[config.mk]
export PLATFORM = sky130hd
export DESIGN_NAME = wb_stream_master
export DESIGN_NICKNAME = d
export VERILOG_FILES = /design/src/rtl/wb_stream_master.sv
export SDC_FILE = /design/constraint.sdc
export NUM_CORES = 1
export LEC_CHECK = 0
export ABC_AREA = 1
export ABC_CLOCK_PERIOD_IN_PS = 3400
export CAP_MARGIN = 0
export CELL_PAD_IN_SITES_DETAIL_PLACEMENT = 0
export CELL_PAD_IN_SITES_GLOBAL_PLACEMENT = 1
export CORE_MARGIN = 2
export CORE_UTILIZATION = 31
export DETAILED_ROUTE_END_ITERATION = 7
export PLACE_DENSITY_LB_ADDON = 0.25
export SLEW_MARGIN = 20
export SYNTH_ARGS = -nofsm -noshare
export SYNTH_HDL_FRONTEND = slang
export SYNTH_SLANG_ARGS = --single-unit
[constraint.sdc]
create_clock -name wb_clk_i -period 3.4 [get_ports wb_clk_i]
set_input_delay 0.85 -clock wb_clk_i [delete_from_list [all_inputs] [get_ports wb_clk_i]]
set_output_delay 0.85 -clock wb_clk_i [all_outputs]
set_load 0.01 [all_outputs]
[src/rtl/wb_stream_master.sv]
// Single-access Wishbone classic initiator: one val/rdy request becomes one bus cycle and one val/rdy response; 2-cycle min accept-to-response.
// Response is held until resp_rdy and no request is taken meanwhile. Defining WB_MASTER_TIMEOUT_EN adds an ack timeout that answers with err=1.
module wb_stream_master #(
   parameter int ADDR_W      = 32,
   parameter int DATA_W      = 32,
   parameter int TIMEOUT_CYC = 255,
   localparam int SEL_W      = DATA_W / 8,
   localparam int REQ_W      = 1 + SEL_W + DATA_W + ADDR_W
) (
   input  logic              wb_clk_i,
   input  logic              wb_rst_ni,
   input  logic              req_val,
   output logic              req_rdy,
   input  logic [REQ_W-1:0]  req_msg,
   output logic              resp_val,
   input  logic              resp_rdy,
   output logic [DATA_W:0]   resp_msg,
   output logic              wbm_cyc_o,
   output logic              wbm_stb_o,
   output logic              wbm_we_o,
   output logic [SEL_W-1:0]  wbm_sel_o,
   output logic [ADDR_W-1:0] wbm_adr_o,
   output logic [DATA_W-1:0] wbm_dat_o,
   input  logic              wbm_ack_i,
   input  logic [DATA_W-1:0] wbm_dat_i
);

   typedef enum logic [1:0] {S_IDLE, S_BUS, S_RESP} state_e;

   state_e              state_q, state_d;
   logic                cyc_q, cyc_d;
   logic                we_q, we_d;
   logic [SEL_W-1:0]    sel_q, sel_d;
   logic [ADDR_W-1:0]   adr_q, adr_d;
   logic [DATA_W-1:0]   dat_q, dat_d;
   logic                resp_val_q, resp_val_d;
   logic [DATA_W-1:0]   resp_dat_q, resp_dat_d;

`ifdef WB_MASTER_TIMEOUT_EN
   localparam int CNT_W = $clog2(TIMEOUT_CYC + 1);
   localparam logic [CNT_W-1:0] CNT_LAST = CNT_W'(TIMEOUT_CYC - 1);
   logic [CNT_W-1:0] cnt_q, cnt_d;
   logic             resp_err_q, resp_err_d;
   logic             timeout_hit;
   // The edge at which the count would reach TIMEOUT_CYC is the abort edge.
   assign timeout_hit = (cnt_q == CNT_LAST);
`else
   logic timeout_unused;
   assign timeout_unused = (TIMEOUT_CYC >= 1);
`endif

   always_comb begin
      state_d    = state_q;
      cyc_d      = cyc_q;
      we_d       = we_q;
      sel_d      = sel_q;
      adr_d      = adr_q;
      dat_d      = dat_q;
      resp_val_d = resp_val_q;
      resp_dat_d = resp_dat_q;
`ifdef WB_MASTER_TIMEOUT_EN
      cnt_d      = cnt_q;
      resp_err_d = resp_err_q;
`endif
      case (state_q)
         S_IDLE: begin
            if (req_val) begin
               we_d    = req_msg[REQ_W-1];
               sel_d   = req_msg[REQ_W-2 -: SEL_W];
               dat_d   = req_msg[ADDR_W +: DATA_W];
               adr_d   = req_msg[ADDR_W-1:0];
               cyc_d   = 1'b1;
               state_d = S_BUS;
            end
         end
         S_BUS: begin
            if (wbm_ack_i) begin
               cyc_d      = 1'b0;
               resp_val_d = 1'b1;
               resp_dat_d = we_q ? '0 : wbm_dat_i;
               state_d    = S_RESP;
`ifdef WB_MASTER_TIMEOUT_EN
               cnt_d      = '0;
               resp_err_d = 1'b0;
            end else if (timeout_hit) begin
               cyc_d      = 1'b0;
               resp_val_d = 1'b1;
               resp_dat_d = '0;
               resp_err_d = 1'b1;
               cnt_d      = '0;
               state_d    = S_RESP;
            end else begin
               cnt_d      = cnt_q + CNT_W'(1);
`endif
            end
         end
         S_RESP: begin
            if (resp_rdy) begin
               resp_val_d = 1'b0;
               state_d    = S_IDLE;
            end
         end
         default: state_d = S_IDLE;
      endcase
   end

   always_ff @(posedge wb_clk_i or negedge wb_rst_ni) begin
      if (!wb_rst_ni) begin
         state_q    <= S_IDLE;
         cyc_q      <= 1'b0;
         we_q       <= 1'b0;
         sel_q      <= '0;
         adr_q      <= '0;
         dat_q      <= '0;
         resp_val_q <= 1'b0;
         resp_dat_q <= '0;
      end else begin
         state_q    <= state_d;
         cyc_q      <= cyc_d;
         we_q       <= we_d;
         sel_q      <= sel_d;
         adr_q      <= adr_d;
         dat_q      <= dat_d;
         resp_val_q <= resp_val_d;
         resp_dat_q <= resp_dat_d;
      end
   end

`ifdef WB_MASTER_TIMEOUT_EN
   always_ff @(posedge wb_clk_i or negedge wb_rst_ni) begin
      if (!wb_rst_ni) begin
         cnt_q      <= '0;
         resp_err_q <= 1'b0;
      end else begin
         cnt_q      <= cnt_d;
         resp_err_q <= resp_err_d;
      end
   end
   assign resp_msg = {resp_err_q, resp_dat_q};
`else
   assign resp_msg = {1'b0, resp_dat_q};
`endif

   // Held low through reset so upstream cannot hand over a message that would be lost.
   assign req_rdy   = wb_rst_ni && (state_q == S_IDLE);
   assign resp_val  = resp_val_q;
   assign wbm_cyc_o = cyc_q;
   assign wbm_stb_o = cyc_q;
   assign wbm_we_o  = we_q;
   assign wbm_sel_o = sel_q;
   assign wbm_adr_o = adr_q;
   assign wbm_dat_o = dat_q;

endmodule

==> flow_summary.json, run 1 <==
{
  "start_util_pct": 32.0,
  "cap_viol_max_count": 0,
  "async_reset_ff_share_pct": 100,
  "gr-total-overflow": 0,
  "criticalPathCategory": "in -> out",
  "cts_tree": "built",
  "postCtsSetupBuffers": 0,
  "final_cell_mix": "nand2_1 (208), clkdlybuf4s50_1 (208), dfrtp_1 (105), nand3_1 (102), inv_1 (34)",
  "ys_seq_area_share_pct": 58.7,
  "cp-start-kind": "primary input",
  "clock_latency_ps": 340,
  "first_global_vias": 4081,
  "gp_congestion": 0.742,
  "fill_cells": 1331,
  "synth_edf_count": 0,
  "post-route-min-period_ps": 2520,
  "synth_cell_types": 16,
  "synth_seq_cells": 105,
  "swShare_pct": 36.2,
  "ctsRootBufferMaster": "clkbuf_16",
  "drt-initial-drc-count": 254,
  "synth_fa_ha_area_share_pct": 0,
  "die_y_um": 124,
  "setup-violations-final": 0,
  "synth_compound_area_share_pct": 0.224,
  "dr_total_vias": 4128,
  "syn_area_per_cell_um2": 8.49,
  "place_inst": 886,
  "relSlewSlack_pct": 48.6,
  "slew_viol_final": 0,
  "grt_pass1_wl_um": 20700,
  "muxShareOfSynthArea_pct": 0,
  "clock_path_buffers": 2,
  "required_ps": 2550,
  "fin_skew_ps": 7.07,
  "nets": 823,
  "grtUsageTotal_pct": 17.3,
  "viasPerCell": 4.58,
  "die_x_um": 124,
  "yosys.area_share.simple_pct": 32.6,
  "hold_buffers": 0,
  "critPathMaxFanout": 2,
  "rsz0062_at_grt": "no",
  "clock.fmax_mhz": 397,
  "grt_max_degree": 70,
  "io_pins": 212,
  "drt_wl_total_um": 13200,
  "cts_buffers": 9,
  "status": "finished, final reports clean",
  "regArea_um2": 2630,
  "worst_slew_pin_slew_ps": 772,
  "route.detailed.drc": 0,
  "clock-sinks": 105,
  "arrival_ps": 1670,
  "wl_per_cell_um": 14.6,
  "synthCells": 527,
  "syn-num-nets": 633,
  "fin_crit_sh_pct": 74.1,
  "hold_viol_final": 0,
  "seqPwrFrac_pct": 36.0,
  "io_buffer_count": 210,
  "power_switching_uw": 2170,
  "p_leak_uw": 0.00342,
  "dieArea_um2": 15400,
  "cts_resized": 0,
  "p_clk_share_pct": 17.5,
  "path_clk_slew_ps": 70,
  "fin_cells": 902,
  "layout-drive-gt1-share_pct": 3.61,
  "synth_area_um2": 4470,
  "p_int_uw": 3820,
  "hold_path.class": "reg -> reg",
  "comb_power_share_pct": 46.4,
  "tns_ps": 0,
  "syn_to_final_growth_pct": 54.2,
  "antenna_found_initial": 1,
  "h-tree-depth": 3,
  "multi_input_area_um2": 1470,
  "cp-end-kind": "primary output",
  "power_density_nw_per_um2": 867,
  "synth_xor_area_share_pct": 0,
  "dr.pass1.iters": 4,
  "core_um2": 14000,
  "synth_top_family_by_area": "simple AND/OR/NAND/NOR gates",
  "dp_hpwl_um": 8830,
  "drtAntennaViolNets": 0,
  "ir_drop_v": 0.000351,
  "rows": 43,
  "synth_top_flop_cell": "dfrtp_1",
  "yosys_warnings": 0
}
==> power groups by stage <==
stage                     clock [µW]  sequential [µW]  combinational (µW)
final                           1050             2160                2780
after global routing            1140             2230                3080
after CTS                       1090             2160                2830
after detailed placement           0             2160                2830
after global placement             0             2150                2790
after floorplan                    0             2400                1080
==> stage by stage <==
stage	power (µW)	hold slack (ps)	instance area, µm²	worst slack [ps]	utilization (%)
after detailed placement	5000	457	6600	870	47.2
after CTS	6080	474	6900	869	49.3
final	5980	469	6900	882	49.3
after global placement	4950	453	6600	879	47.2
after global routing	6440	493	6900	821	49.3
after floorplan	3490	505	4470	1390	-
==> Yosys cell counts, types with 2 or more instances <==
cell	instances	area [µm²]
dfrtp_1	105	2630
o21ai_0	2	10.0
clkbuf_1	17	63.8
buf_2	3	15.0
nand3_1	102	510
buf_4	7	52.6
inv_1	34	128
buf_6	10	113
nor2_4	2	22.5
nor2_1	32	120
nand2_1	208	781
==> logic make-up (layout without fill, tap and decap cells) <==
logic type,Yosys count,after routing
AO/OA/AOI/OAI,2,2
other,1,2
AND/OR/NAND/NOR,347,347
buffers and inverters,72,266
flip-flops,105,105
==> state kept, by name (all words and copies together), names as in the netlist <==
name	cells
wbm_cyc_o	1
resp_val	1
wbm_we_o	1
wbm_adr_o	32
wbm_sel_o	4
state_q	2
resp_dat_q	32
wbm_dat_o	32
==> worst paths after layout <==
| kind | startpoint | endpoint | slack, ps | cells past startpoint |
|---|---|---|---|---|
| max | wb_rst_ni | req_rdy | 880 | 3 |
| min | wbm_dat_o[18] | wbm_dat_o[18] | 470 | 2 |
| max reg2reg | state_q[1] | wbm_adr_o[31] | 1700 | 5 |
| min reg2reg | wbm_dat_o[18] | wbm_dat_o[18] | 470 | 2 |
| max in group asynchronous | wb_rst_ni | wbm_dat_o[6] | 1610 | 3 |
| min in group asynchronous | wb_rst_ni | resp_dat_q[31] | 650 | 2 |
==> worst max-delay path, stage by stage <==
cell	delay, ps
buf_4	80
nor3b_1	170
clkdlybuf4s50_1	570
==> layer usage <==
metal / global-route usage (%) / up-vias / wire [µm] / share of wire [%]
met2: 26.7 / 157 / 5920 / 45
met1: 21.3 / 1950 / 5490 / 42
met3: 7.69 / 15 / 1510 / 11
li1: - / 2006 / - / -
met5: 0 / - / 0 / 0
met4: 6.46 / 0 / 233 / 1.8
==> area by class of cell <==
type | instances | share of cell area, %
Timing Repair Buffer | 217 | 31.1
Sequential cell | 105 | 38.1
Inverter | 34 | 1.85
Multi-Input combinational cell | 350 | 21.3
Clock buffer | 13 | 3.77
Tap cell | 180 | 3.26
Antenna cell | 1 | 0.0363
Clock inverter | 2 | 0.544
(Power assumes the default switching activity.)
==> inputs of run 2 (changes only) <==
--- a/config.mk
+++ b/config.mk
@@ -6,12 +6,12 @@
 export NUM_CORES = 1
 export LEC_CHECK = 0
 export ABC_AREA = 1
-export ABC_CLOCK_PERIOD_IN_PS = 3400
+export ABC_CLOCK_PERIOD_IN_PS = 2300
 export CAP_MARGIN = 0
 export CELL_PAD_IN_SITES_DETAIL_PLACEMENT = 0
 export CELL_PAD_IN_SITES_GLOBAL_PLACEMENT = 1
 export CORE_MARGIN = 2
-export CORE_UTILIZATION = 31
+export CORE_UTILIZATION = 26
 export DETAILED_ROUTE_END_ITERATION = 7
 export PLACE_DENSITY_LB_ADDON = 0.25
 export SLEW_MARGIN = 20
==> constraint.sdc (replaced) <==
create_clock -name wb_clk_i -period 2.3 [get_ports wb_clk_i]
set_input_delay 0.575 -clock wb_clk_i [delete_from_list [all_inputs] [get_ports wb_clk_i]]
set_output_delay 0.575 -clock wb_clk_i [all_outputs]
set_load 0.01 [all_outputs]
==> flow_summary.json, run 2 (synthesized netlist as in run 1, its figures left out) <==
{
  "worst_slew_pin_slew_ps": 812,
  "cts_tree": "built",
  "antenna_found_initial": 0,
  "gp_congestion": 0.753,
  "dp_hpwl_um": 9580,
  "status": "finished, final reports clean",
  "ir_drop_v": 0.000432,
  "io_buffer_count": 210,
  "relSlewSlack_pct": 45.8,
  "grt_pass1_wl_um": 21600,
  "layout-drive-gt1-share_pct": 4.95,
  "ctsRootBufferMaster": "clkbuf_16",
  "fill_cells": 1686,
  "p_leak_uw": 0.00345,
  "fin_area_um2": 6980,
  "drt-initial-drc-count": 222,
  "hold_path.class": "in -> async",
  "dieArea_um2": 18300,
  "drtAntennaViolNets": 0,
  "cap_viol_max_count": 0,
  "hold_viol_final": 0,
  "dr_total_vias": 4063,
  "grtUsageTotal_pct": 15.0,
  "io_pins": 212,
  "gr-total-overflow": 0,
  "post-route-min-period_ps": 2160,
  "cp-start-kind": "register",
  "criticalPathCategory": "reg -> out",
  "wl_per_cell_um": 14.2,
  "power_density_nw_per_um2": 1260,
  "viasPerCell": 4.29,
  "rsz0062_at_grt": "no",
  "clock-sinks": 105,
  "fin_skew_ps": 5.90,
  "tns_ps": 0,
  "seqPwrFrac_pct": 36.4,
  "p_clk_share_pct": 16.2,
  "start_util_pct": 26.8,
  "route.detailed.drc": 0,
  "clock_latency_ps": 340,
  "final_cell_mix": "nand2_1 (208), clkdlybuf4s50_1 (208), dfrtp_1 (105), nand3_1 (102), inv_1 (34)",
  "comb_power_share_pct": 47.4,
  "p_int_uw": 5550,
  "arrival_ps": 1580,
  "setup-violations-final": 0,
  "dr.pass1.iters": 4,
  "drt_wl_total_um": 13500,
  "clock.fmax_mhz": 464,
  "syn_to_final_growth_pct": 56.0,
  "placed_cell_area_um2": 6700,
  "h-tree-depth": 3,
  "die_y_um": 135,
  "critPathMaxFanout": 6,
  "path_clk_slew_ps": 70,
  "startpoint": "state_q[1]",
  "power_switching_uw": 3250,
  "num_antenna_cells": 0,
  "hold_buffers": 0,
  "swShare_pct": 36.9,
  "fin_crit_sh_pct": 93.8,
  "die_x_um": 135,
  "slew_viol_final": 0,
  "nets": 830,
  "first_global_vias": 4083,
  "cts_buffers": 9,
  "r2r_start": "state_q[0]",
  "clock_path_buffers": 2,
  "grt_max_degree": 64,
  "required_ps": 1730,
  "rows": 47,
  "cp-end-kind": "primary output",
  "core_um2": 16700
}
## run 2: area by class of cell
class	count	area (µm²)	area share, %
Clock buffer	10	239	3.42
Inverter	34	128	1.83
Tap cell	220	275	3.94
Sequential cell	105	2630	37.7
Multi-Input combinational cell	350	1480	21.2
Clock inverter	5	32.5	0.466
Timing Repair Buffer	224	2200	31.5
## run 2: worst paths after layout
kind / to / slack, ps / cells after the start
setup / recovery: req_rdy / 140 / 2
hold / removal: resp_dat_q[0] / 310 / 2
setup reg to reg: resp_dat_q[6] / 780 / 4
hold reg to reg: wbm_dat_o[10] / 470 / 2
max in group asynchronous: resp_dat_q[5] / 740 / 3
min in group wb_clk_i: wbm_dat_o[10] / 470 / 2
## run 2: power groups by stage
stage / Clock [µW] / Sequential, µW / Combinational [µW]
after global routing: 1560 / 3320 / 4590
after global placement: 0 / 3210 / 4210
after CTS: 1490 / 3220 / 4250
after detailed placement: 0 / 3220 / 4250
after floorplan: 0 / 3550 / 1600
final: 1430 / 3210 / 4170
## run 2: metal layers
| layer | global-route usage [%] | up-vias | share of wire [%] |
|---|---|---|---|
| li1 | - | 2021 | - |
| met1 | 19.6 | 1880 | 45 |
| met2 | 22.3 | 150 | 43 |
| met3 | 6.14 | 12 | 10 |
| met4 | 5.50 | 0 | 1.6 |
| met5 | 0 | - | 0 |
## run 2: worst max-delay path, cell delays in order (launching register included)
cell             delay [ps]
dfrtp_1                 490
nor3b_2                 200
clkdlybuf4s50_1         550
## run 2: per-stage QoR
step | hold WS (ps) | setup WS [ps] | power [µW] | cells | utilization, %
after floorplan | 279 | 844 | 5150 | 527 | -
after global placement | 453 | 285 | 7410 | 933 | 40.1
after detailed placement | 462 | 262 | 7460 | 933 | 40.1
after CTS | 333 | 55.9 | 8960 | 948 | 41.8
after global routing | 365 | 45.2 | 9470 | 948 | 41.8
final | 314 | 144 | 8800 | 948 | 41.8
## run 2: timing repair
action                     in CTS  in global routing
gates resized for setup         0                  1
setup endpoints to repair       0                  1
setup buffers                   0                  0
==> inputs of run 3 (changes only) <==
==> constraint.sdc (replaced) <==
create_clock -name wb_clk_i -period 2.3 [get_ports wb_clk_i]
set_input_delay 0.575 -clock wb_clk_i [delete_from_list [all_inputs] [get_ports wb_clk_i]]
set_output_delay 0.575 -clock wb_clk_i [all_outputs]
set_load 0.1 [all_outputs]
==> flow_summary.json, run 3 (synthesized netlist as in run 1, its figures left out) <==
{
  "die_y_um": 135,
  "cts_resized": 0,
  "wl_per_cell_um": 14.4,
  "rsz0062_at_grt": "no",
  "cts_tree": "built",
  "io_buffer_count": 210,
  "required_ps": 1730,
  "cp-end-kind": "primary output",
  "setup-violations-final": 0,
  "clock-sinks": 105,
  "gr-total-overflow": 0,
  "hold_path.class": "in -> async",
  "dieArea_um2": 18300,
  "clock.fmax_mhz": 532,
  "num_antenna_cells": 0,
  "clock_path_buffers": 2,
  "die_x_um": 135,
  "rows": 47,
  "io_pins": 212,
  "worst_slew_pin_slew_ps": 765,
  "slew_viol_final": 0,
  "critPathMaxFanout": 6,
  "fin_skew_ps": 5.37,
  "fin_crit_sh_pct": 81.7,
  "drt_wl_total_um": 13500,
  "final_common_cell": "nand2_1",
  "first_global_vias": 4152,
  "dp_hpwl_um": 9160,
  "tns_ps": 0,
  "relSlewSlack_pct": 49.0,
  "nets": 824,
  "syn_to_final_growth_pct": 50.9,
  "arrival_ps": 1300,
  "cts_buffers": 9,
  "viasPerCell": 4.34,
  "hold_buffers": 0,
  "h-tree-depth": 3,
  "dr.pass1.iters": 4,
  "gp_congestion": 0.748,
  "status": "finished, final reports clean",
  "postCtsSetupBuffers": 0,
  "start_util_pct": 26.8,
  "cap_viol_max_count": 0,
  "post-route-min-period_ps": 1880,
  "drtAntennaViolNets": 0,
  "hold_viol_final": 0,
  "criticalPathCategory": "reg -> out",
  "antenna_found_initial": 0,
  "grt_pass1_wl_um": 21800,
  "cp-start-kind": "register",
  "grtUsageTotal_pct": 15.1,
  "drt-initial-drc-count": 181,
  "route.detailed.drc": 0,
  "path_clk_slew_ps": 70,
  "clock_latency_ps": 340,
  "dr_total_vias": 4080,
  "final_cell_mix": "nand2_1 (208), buf_4 (109), dfrtp_1 (105), clkdlybuf4s50_1 (103), nand3_1 (102)",
  "ctsRootBufferMaster": "clkbuf_16",
  "core_um2": 16700,
  "layout-drive-gt1-share_pct": 18.4,
  "grt_max_degree": 106
}
==> run 3: final cells by class <==
| class | count | area (µm²) |
|---|---|---|
| Tap cell | 220 | 275 |
| Timing Repair Buffer | 218 | 1950 |
| Inverter | 34 | 128 |
| Multi-Input combinational cell | 350 | 1480 |
| Clock buffer | 11 | 243 |
| Sequential cell | 105 | 2630 |
| Clock inverter | 3 | 42.5 |
| Fill cell | 1701 | 9950 |
==> run 3: stage by stage <==
stage	setup slack [ps]	util [%]	hold WS, ps	cell area [µm²]	std cells
final	421	40.4	323	6750	941
after global routing	341	40.4	372	6750	941
after CTS	384	40.4	369	6750	941
after detailed placement	480	38.7	460	6470	927
after global placement	524	38.7	455	6470	927
after floorplan	323	-	279	4490	527
==> run 3: final timing paths <==
check,startpoint,end,slack [ps],cells past startpoint
hold reg to reg,wbm_dat_o[0],wbm_dat_o[0],470,2
setup / recovery,state_q[1],req_rdy,420,2
max in group asynchronous,wb_rst_ni,wbm_adr_o[5],1510,2
hold / removal,wb_rst_ni,wbm_adr_o[25],320,2
setup reg to reg,state_q[1],wbm_dat_o[27],710,4
min in group wb_clk_i,wbm_dat_o[0],wbm_dat_o[0],470,2
==> run 3: metal layers <==
metal | part of all wire, % | up-vias | track usage, %
met2 | 47 | 151 | 23.9
met4 | 1.4 | 0 | 5.21
met1 | 43 | 1908 | 19.3
met5 | 0 | - | 0
li1 | - | 2009 | -
met3 | 9.1 | 12 | 5.31
==> run 3: worst max-delay path, cell delays in order (launching register included) <==
cell and delay, ps:
dfrtp_1 500, nor3b_4 260, buf_12 200
Power of run 3 is not shown: default switching activity piles up to over one toggle a cycle in this logic, so the estimate is an artifact.
==> edit 1 (config.mk and constraints of run 2) <==
Change the parameter `DATA_W` from 32 to 64.
--- a/src/rtl/wb_stream_master.sv
+++ b/src/rtl/wb_stream_master.sv
@@ -2,7 +2,7 @@
 // Response is held until resp_rdy and no request is taken meanwhile. Defining WB_MASTER_TIMEOUT_EN adds an ack timeout that answers with err=1.
 module wb_stream_master #(
    parameter int ADDR_W      = 32,
-   parameter int DATA_W      = 32,
+   parameter int DATA_W      = 64,
    parameter int TIMEOUT_CYC = 255,
    localparam int SEL_W      = DATA_W / 8,
    localparam int REQ_W      = 1 + SEL_W + DATA_W + ADDR_W
Interface: changed (5 resized); port bits go from 212 to 348. No check against the original RTL was run, so the function may have changed too.
==> edit 1 against run 2 <==
  * Clock skew grew 0.011 ns
  * Worst setup slack improved by 0.17 ns
  * Final area rose by 68%
  * Hold slack worse by 0.14 ns
  * Synthesized cell count is 69% higher
  * Area after synthesis rose by 63%
  * Fmax grew 8.8%
  * Routed wire length rose by 84%
  * Die area is 61% higher
  * Sequential cell count is 68 higher
  * Power rose by 73%
  * Critical path type unchanged
  * Highest routed layer unchanged
==> edit 1: results (changes against run 2) <==
[run_status]
status=finished, final reports clean  ; unchanged

[cells_and_area]
drive_above_1_share=0.0468  ; was 0.0495
nets=1378  ; was 830

[global_route]
grt_pass1_vias=6554  ; was 4083
grt_first_pass_wirelength_mm=38.2  ; was 21.6 mm
grt_max_degree=106  ; was 64
grt_usage=0.168  ; was 0.150
antenna_found_initial=2  ; was 0

[clock_network]
clock_latency_ns=0.43  ; was 0.34 ns
h-tree-depth=4  ; was 3

[detailed_routing]
totalWireLength_mm=24.8  ; was 13.5 mm
wl_per_cell_um=15.5  ; was 14.2 um
drt_iter0_drc=381  ; was 222

[placement]
dp.cells=1563  ; was 933
dp_hpwl_mm=16.4  ; was 9.58 mm
port-buffer-count=346  ; was 210

[logic_synthesis]
synth-seq-area-share=0.593  ; was 0.587
synthTopCellsByArea=dfrtp_1 59%, nand2_1 18%, nand3_1 12%  ; was dfrtp_1 59%, nand2_1 17%, nand3_1 11%
synth_cell_types=14  ; was 16
synth_common_cells=344 x nand2_1, 173 x dfrtp_1, 171 x nand3_1  ; was 208 x nand2_1, 105 x dfrtp_1, 102 x nand3_1
syn-num-nets=1063  ; was 633

[power_and_ir_drop]
ir_drop_v=0.000569  ; was 0.000432 V
p_leak_nw=5.82  ; was 3.45 nW

[critical_path]
critical_path.max_stage_delay_ns=0.48  ; was 0.55 ns
worstReg2RegStart=state_q[1]$_DFFE_PN0P_  ; was state_q[0]$_DFFE_PN0P_

edit 1: cell count changes in the layout (fill, tap and decap cells not counted), moves of 32 or more:
cell / before / now
dfrtp_1: 105 / 170
clkdlybuf4s50_1: 208 / 342
inv_1: 34 / 66
nand3_1: 102 / 170
nand2_1: 208 / 344
nor2_1: 32 / 64
edit 1: path summary, 6_finish.rpt:
check	end	slack, ns	depth (start not counted)
max	req_rdy	0.32	2
min	resp_dat_q[11]$_DFFE_PN0P_	0.17	2
max reg2reg	wbm_dat_o[50]$_DFFE_PN0P_	0.82	5
min reg2reg	wbm_adr_o[11]$_DFFE_PN0P_	0.47	2
max in group asynchronous	state_q[0]$_DFFE_PN0P_	1.24	2
min in group wb_clk_i	wbm_adr_o[11]$_DFFE_PN0P_	0.47	2
edit 1: power breakdown:
group | switching [mW] | internal (mW)
Clock | 1.42 | 1.59
Combinational | 3.56 | 3.44
Sequential | 0.775 | 4.41
Total | 5.75 | 9.44
edit 1: worst max-delay path, delay by kind of cell (launching register included):
family	cells	cell delay, ns
simple gates	1	0.21
flops	1	0.48
buf+inv	1	0.29
edit 1: kinds of logic (layout without fill, tap and decap cells):
logic type | after synthesis | after routing | share of synthesized area
other | 1 | 2 | 0.000514
flip-flops | 173 | 173 | 0.593
buffers and inverters | 130 | 458 | 0.0724
AND/OR/NAND/NOR | 583 | 583 | 0.332
AO/OA/AOI/OAI | 2 | 2 | 0.00137
edit 1: cell type report:
class	instances	area, um2	share of cell area
multi-input combinational	586	2450	0.209
inverter	66	248	0.0211
sequential	173	4330	0.369
antenna	1	2.50	0.000213
timing repair buffer	360	3610	0.308
clock inverter	14	175	0.0149
clock buffer	18	439	0.0374
tap	378	473	0.0403
edit 1: metal layers:
metal | global-route usage | wire length [um]
met5 | 0 | 0
met4 | 0.0409 | 279
met3 | 0.0817 | 2810
met2 | 0.256 | 11000
met1 | 0.213 | 10700
edit 1: per-stage QoR:
step | utilization | worst slack (ns)
floorplan | - | 0.844
global route | 0.423 | 0.240
detailed placement | 0.401 | 0.147
CTS | 0.423 | 0.270
global placement | 0.401 | 0.144
finish | 0.424 | 0.318
edit 1: what timing repair did:
| action | CTS | global route |
|---|---|---|
| gates resized for setup | 4 | 0 |
| endpoints found under the setup margin | 1 | 0 |
| setup buffers | 0 | 0 |
==> edit 2 (config.mk and constraints of run 2) <==
Made on the original files. The 3 states of `state_e` get a one-hot encoding in 3 bits.
--- a/src/rtl/wb_stream_master.sv
+++ b/src/rtl/wb_stream_master.sv
@@ -25,7 +25,7 @@
    input  logic [DATA_W-1:0] wbm_dat_i
 );
 
-   typedef enum logic [1:0] {S_IDLE, S_BUS, S_RESP} state_e;
+   typedef enum logic [2:0] {S_IDLE = 3'b001, S_BUS = 3'b010, S_RESP = 3'b100} state_e;
 
    state_e              state_q, state_d;
    logic                cyc_q, cyc_d;
Formal check against the unedited RTL: same outputs for any inputs over 4 cycles, from zero or initial values and one cycle with wb_rst_ni low; so few cycles prove little.
==> edit 2 against run 2 <==
  * Worst setup slack better by 0.11 ns
  * Power down 1.9%
  * Via count down 11%
  * Sequential cell count up 1
  * Fmax up 5.5%
  * Combinational power down 9.1%
  * Sequential share of layout area up 1.7 points
  * Final area down 3.4%
  * Area after synthesis down 8.4%
  * Routed wire length down 13%
  * Global-route usage down 0.83 points
  * Hold slack better by 0.038 ns
  * Sequential power down 2%
  * Largest power group unchanged
==> edit 2: results (changes against run 2) <==
[run_status]
status=finished, final reports clean  ; unchanged

[detailed_routing]
viasPerCell=4.09  ; was 4.29
totalWireLength_mm=11.7  ; was 13.5 mm
dr_wl_met2_mm=4.91  ; was 5.84 mm
highest_layer=met4  ; unchanged
wl_met3_mm=1.41  ; was 1.42 mm
wl_met1_mm=5.21  ; was 6.02 mm
dr.pass1.iters=4  ; unchanged
drt_iter0_drc=95  ; was 222

[cells_and_area]
nets=776  ; was 830
diodes=0  ; unchanged
drive_above_1_share=0.0459  ; was 0.0495

[critical_path]
reg2reg_depth=5  ; was 4
r2r_end=wbm_dat_o[14]$_DFFE_PN0P_  ; was resp_dat_q[6]$_DFFE_PN0P_
crit_arrival_ns=1.47  ; was 1.58 ns
crit_path_end=req_rdy  ; unchanged
rrSetupSlack_ns=0.68  ; was 0.78 ns
path_max_fanout=4  ; was 6
worstReg2RegStart=state_q[0]$_DFFE_PN1P_  ; was state_q[0]$_DFFE_PN0P_
critPathLaunch=state_q[0]$_DFFE_PN1P_  ; was state_q[1]$_DFFE_PN0P_

[clock_network]
clkSlewWorstSetupHoldPaths_ns=0.07  ; about the same
h-tree-depth=3  ; unchanged
clock_latency_ns=0.34  ; about the same
cts-root-buf=clkbuf_16  ; unchanged
clockBufferDepth=2  ; unchanged
cts_buffers=9  ; unchanged

[logic_synthesis]
synth-seq-area-share=0.647  ; was 0.587
synthArstFlopShare=1.00  ; unchanged
syn-num-nets=572  ; was 633
synthTopCellsByArea=dfrtp_1 64%, nand2_1 25%, nand3_1 4.5%  ; was dfrtp_1 59%, nand2_1 17%, nand3_1 11%
synth_cell_types=17  ; was 16
synth_common_cells=277 x nand2_1, 105 x dfrtp_1, 37 x nand3_1  ; was 208 x nand2_1, 105 x dfrtp_1, 102 x nand3_1
yosysWarnings=0  ; unchanged
synth_ff_type=dfrtp_1  ; unchanged

[global_route]
grt_util_met3=0.0669  ; was 0.0614
grt_first_pass_wirelength_mm=18.7  ; was 21.6 mm
grt_usage=0.142  ; was 0.150
antenna_found_initial=0  ; unchanged
grt_use_met2=0.205  ; was 0.223
grt_pass1_vias=3678  ; was 4083
grt_max_degree=60  ; was 64
use_met1=0.183  ; was 0.196

[hold_path]
hp-class=input port to asynchronous set/reset pin  ; unchanged

[placement]
placed_area_mm2=0.00641  ; was 0.00670 mm2
gp_congestion=0.744  ; was 0.753
dp_hpwl_mm=8.34  ; was 9.58 mm
port-buffer-count=210  ; unchanged
pre_cts_slack_ns=0.228  ; was 0.262 ns

[timing]
worst_slack_ns=0.256  ; was 0.144 ns
worstMarginPinSlew_ns=0.746  ; was 0.812 ns
fin_skew_ns=0.00483  ; was 0.00590 ns

[power_and_ir_drop]
switching_share=0.344  ; was 0.369
p_leak_nw=3.29  ; was 3.45 nW
ir_drop_v=0.000518  ; was 0.000432 V

## edit 2: cell count changes in the layout (fill, tap and decap cells not counted), sizes merged
cell         delta
clkinvlp        +2
nor2           -29
nor3            +1
dfstp           +1
dlygate4sd2     +1
clkinv          -4
nor3b           -1
a21oi           +1
bufinv          +2
nand3          -66
nand2          +68
inv            -22
buf             -7
## edit 2: logic make-up after synthesis
group,Yosys count,synth area share
and+or+nand+nor,320,0.307
DFF,106,0.647
buffers and inverters,36,0.0409
AOI/OAI and AO/OA,3,0.00366
other,1,0.000915
## edit 2: area by class of cell
type / instances / area, um2
inverters: 11 / 41.3
multi-input cells: 324 / 1280
repair buffers: 218 / 2170
fillers: 1505 / 8570
clock buffers: 10 / 239
flip-flops and latches: 106 / 2650
well taps: 211 / 264
clock inverters: 6 / 88.8
## edit 2: metrics by stage
stage / hold WS [ns] / power, mW / utilization / instances
floorplan: 0.279 / 4.78 / - / 466
global placement: 0.452 / 6.99 / 0.419 / 870
detailed placement: 0.458 / 7.05 / 0.419 / 870
CTS: 0.379 / 8.79 / 0.440 / 886
global route: 0.400 / 9.28 / 0.440 / 886
finish: 0.351 / 8.63 / 0.440 / 886
## edit 2: worst min path at each step
| stage | start | to | slack, ns | cells past startpoint |
|---|---|---|---|---|
| 2_1_floorplan | wb_rst_ni | resp_dat_q[0]$_DFFE_PN0P_ | 0.28 | 0 |
| 3_3_place_gp | wbm_dat_o[23]$_DFFE_PN0P_ | wbm_dat_o[23]$_DFFE_PN0P_ | 0.45 | 2 |
| 6_report | wb_rst_ni | wbm_we_o$_DFFE_PN0P_ | 0.35 | 2 |
| 4_1_cts | wb_rst_ni | resp_dat_q[30]$_DFFE_PN0P_ | 0.38 | 2 |
| 5_1_grt | wb_rst_ni | wbm_we_o$_DFFE_PN0P_ | 0.40 | 2 |
| 3_5_place_dp | wbm_dat_o[9]$_DFFE_PN0P_ | wbm_dat_o[9]$_DFFE_PN0P_ | 0.46 | 2 |
## edit 2: critical path, cell delays in order (launching register included)
cell           delay, ns
dfstp_2             0.55
nand3_1             0.16
nor2_1              0.12
dlygate4sd2_1       0.29
## edit 2: power by group through the flow
| stage | Clock [mW] | Combinational [mW] | Sequential (mW) |
|---|---|---|---|
| floorplan | 0 | 1.24 | 3.53 |
| global placement | 0 | 3.83 | 3.16 |
| detailed placement | 0 | 3.88 | 3.17 |
| CTS | 1.75 | 3.88 | 3.16 |
| global route | 1.81 | 4.20 | 3.26 |
| finish | 1.68 | 3.79 | 3.16 |
## edit 2: timing repair
action / 4_1_cts / 5_1_grt
setup buffers: 0 / 0
gates resized for setup: 1 / 0
hold buffers: 0 / 0
endpoints found under the setup margin: 1 / 0
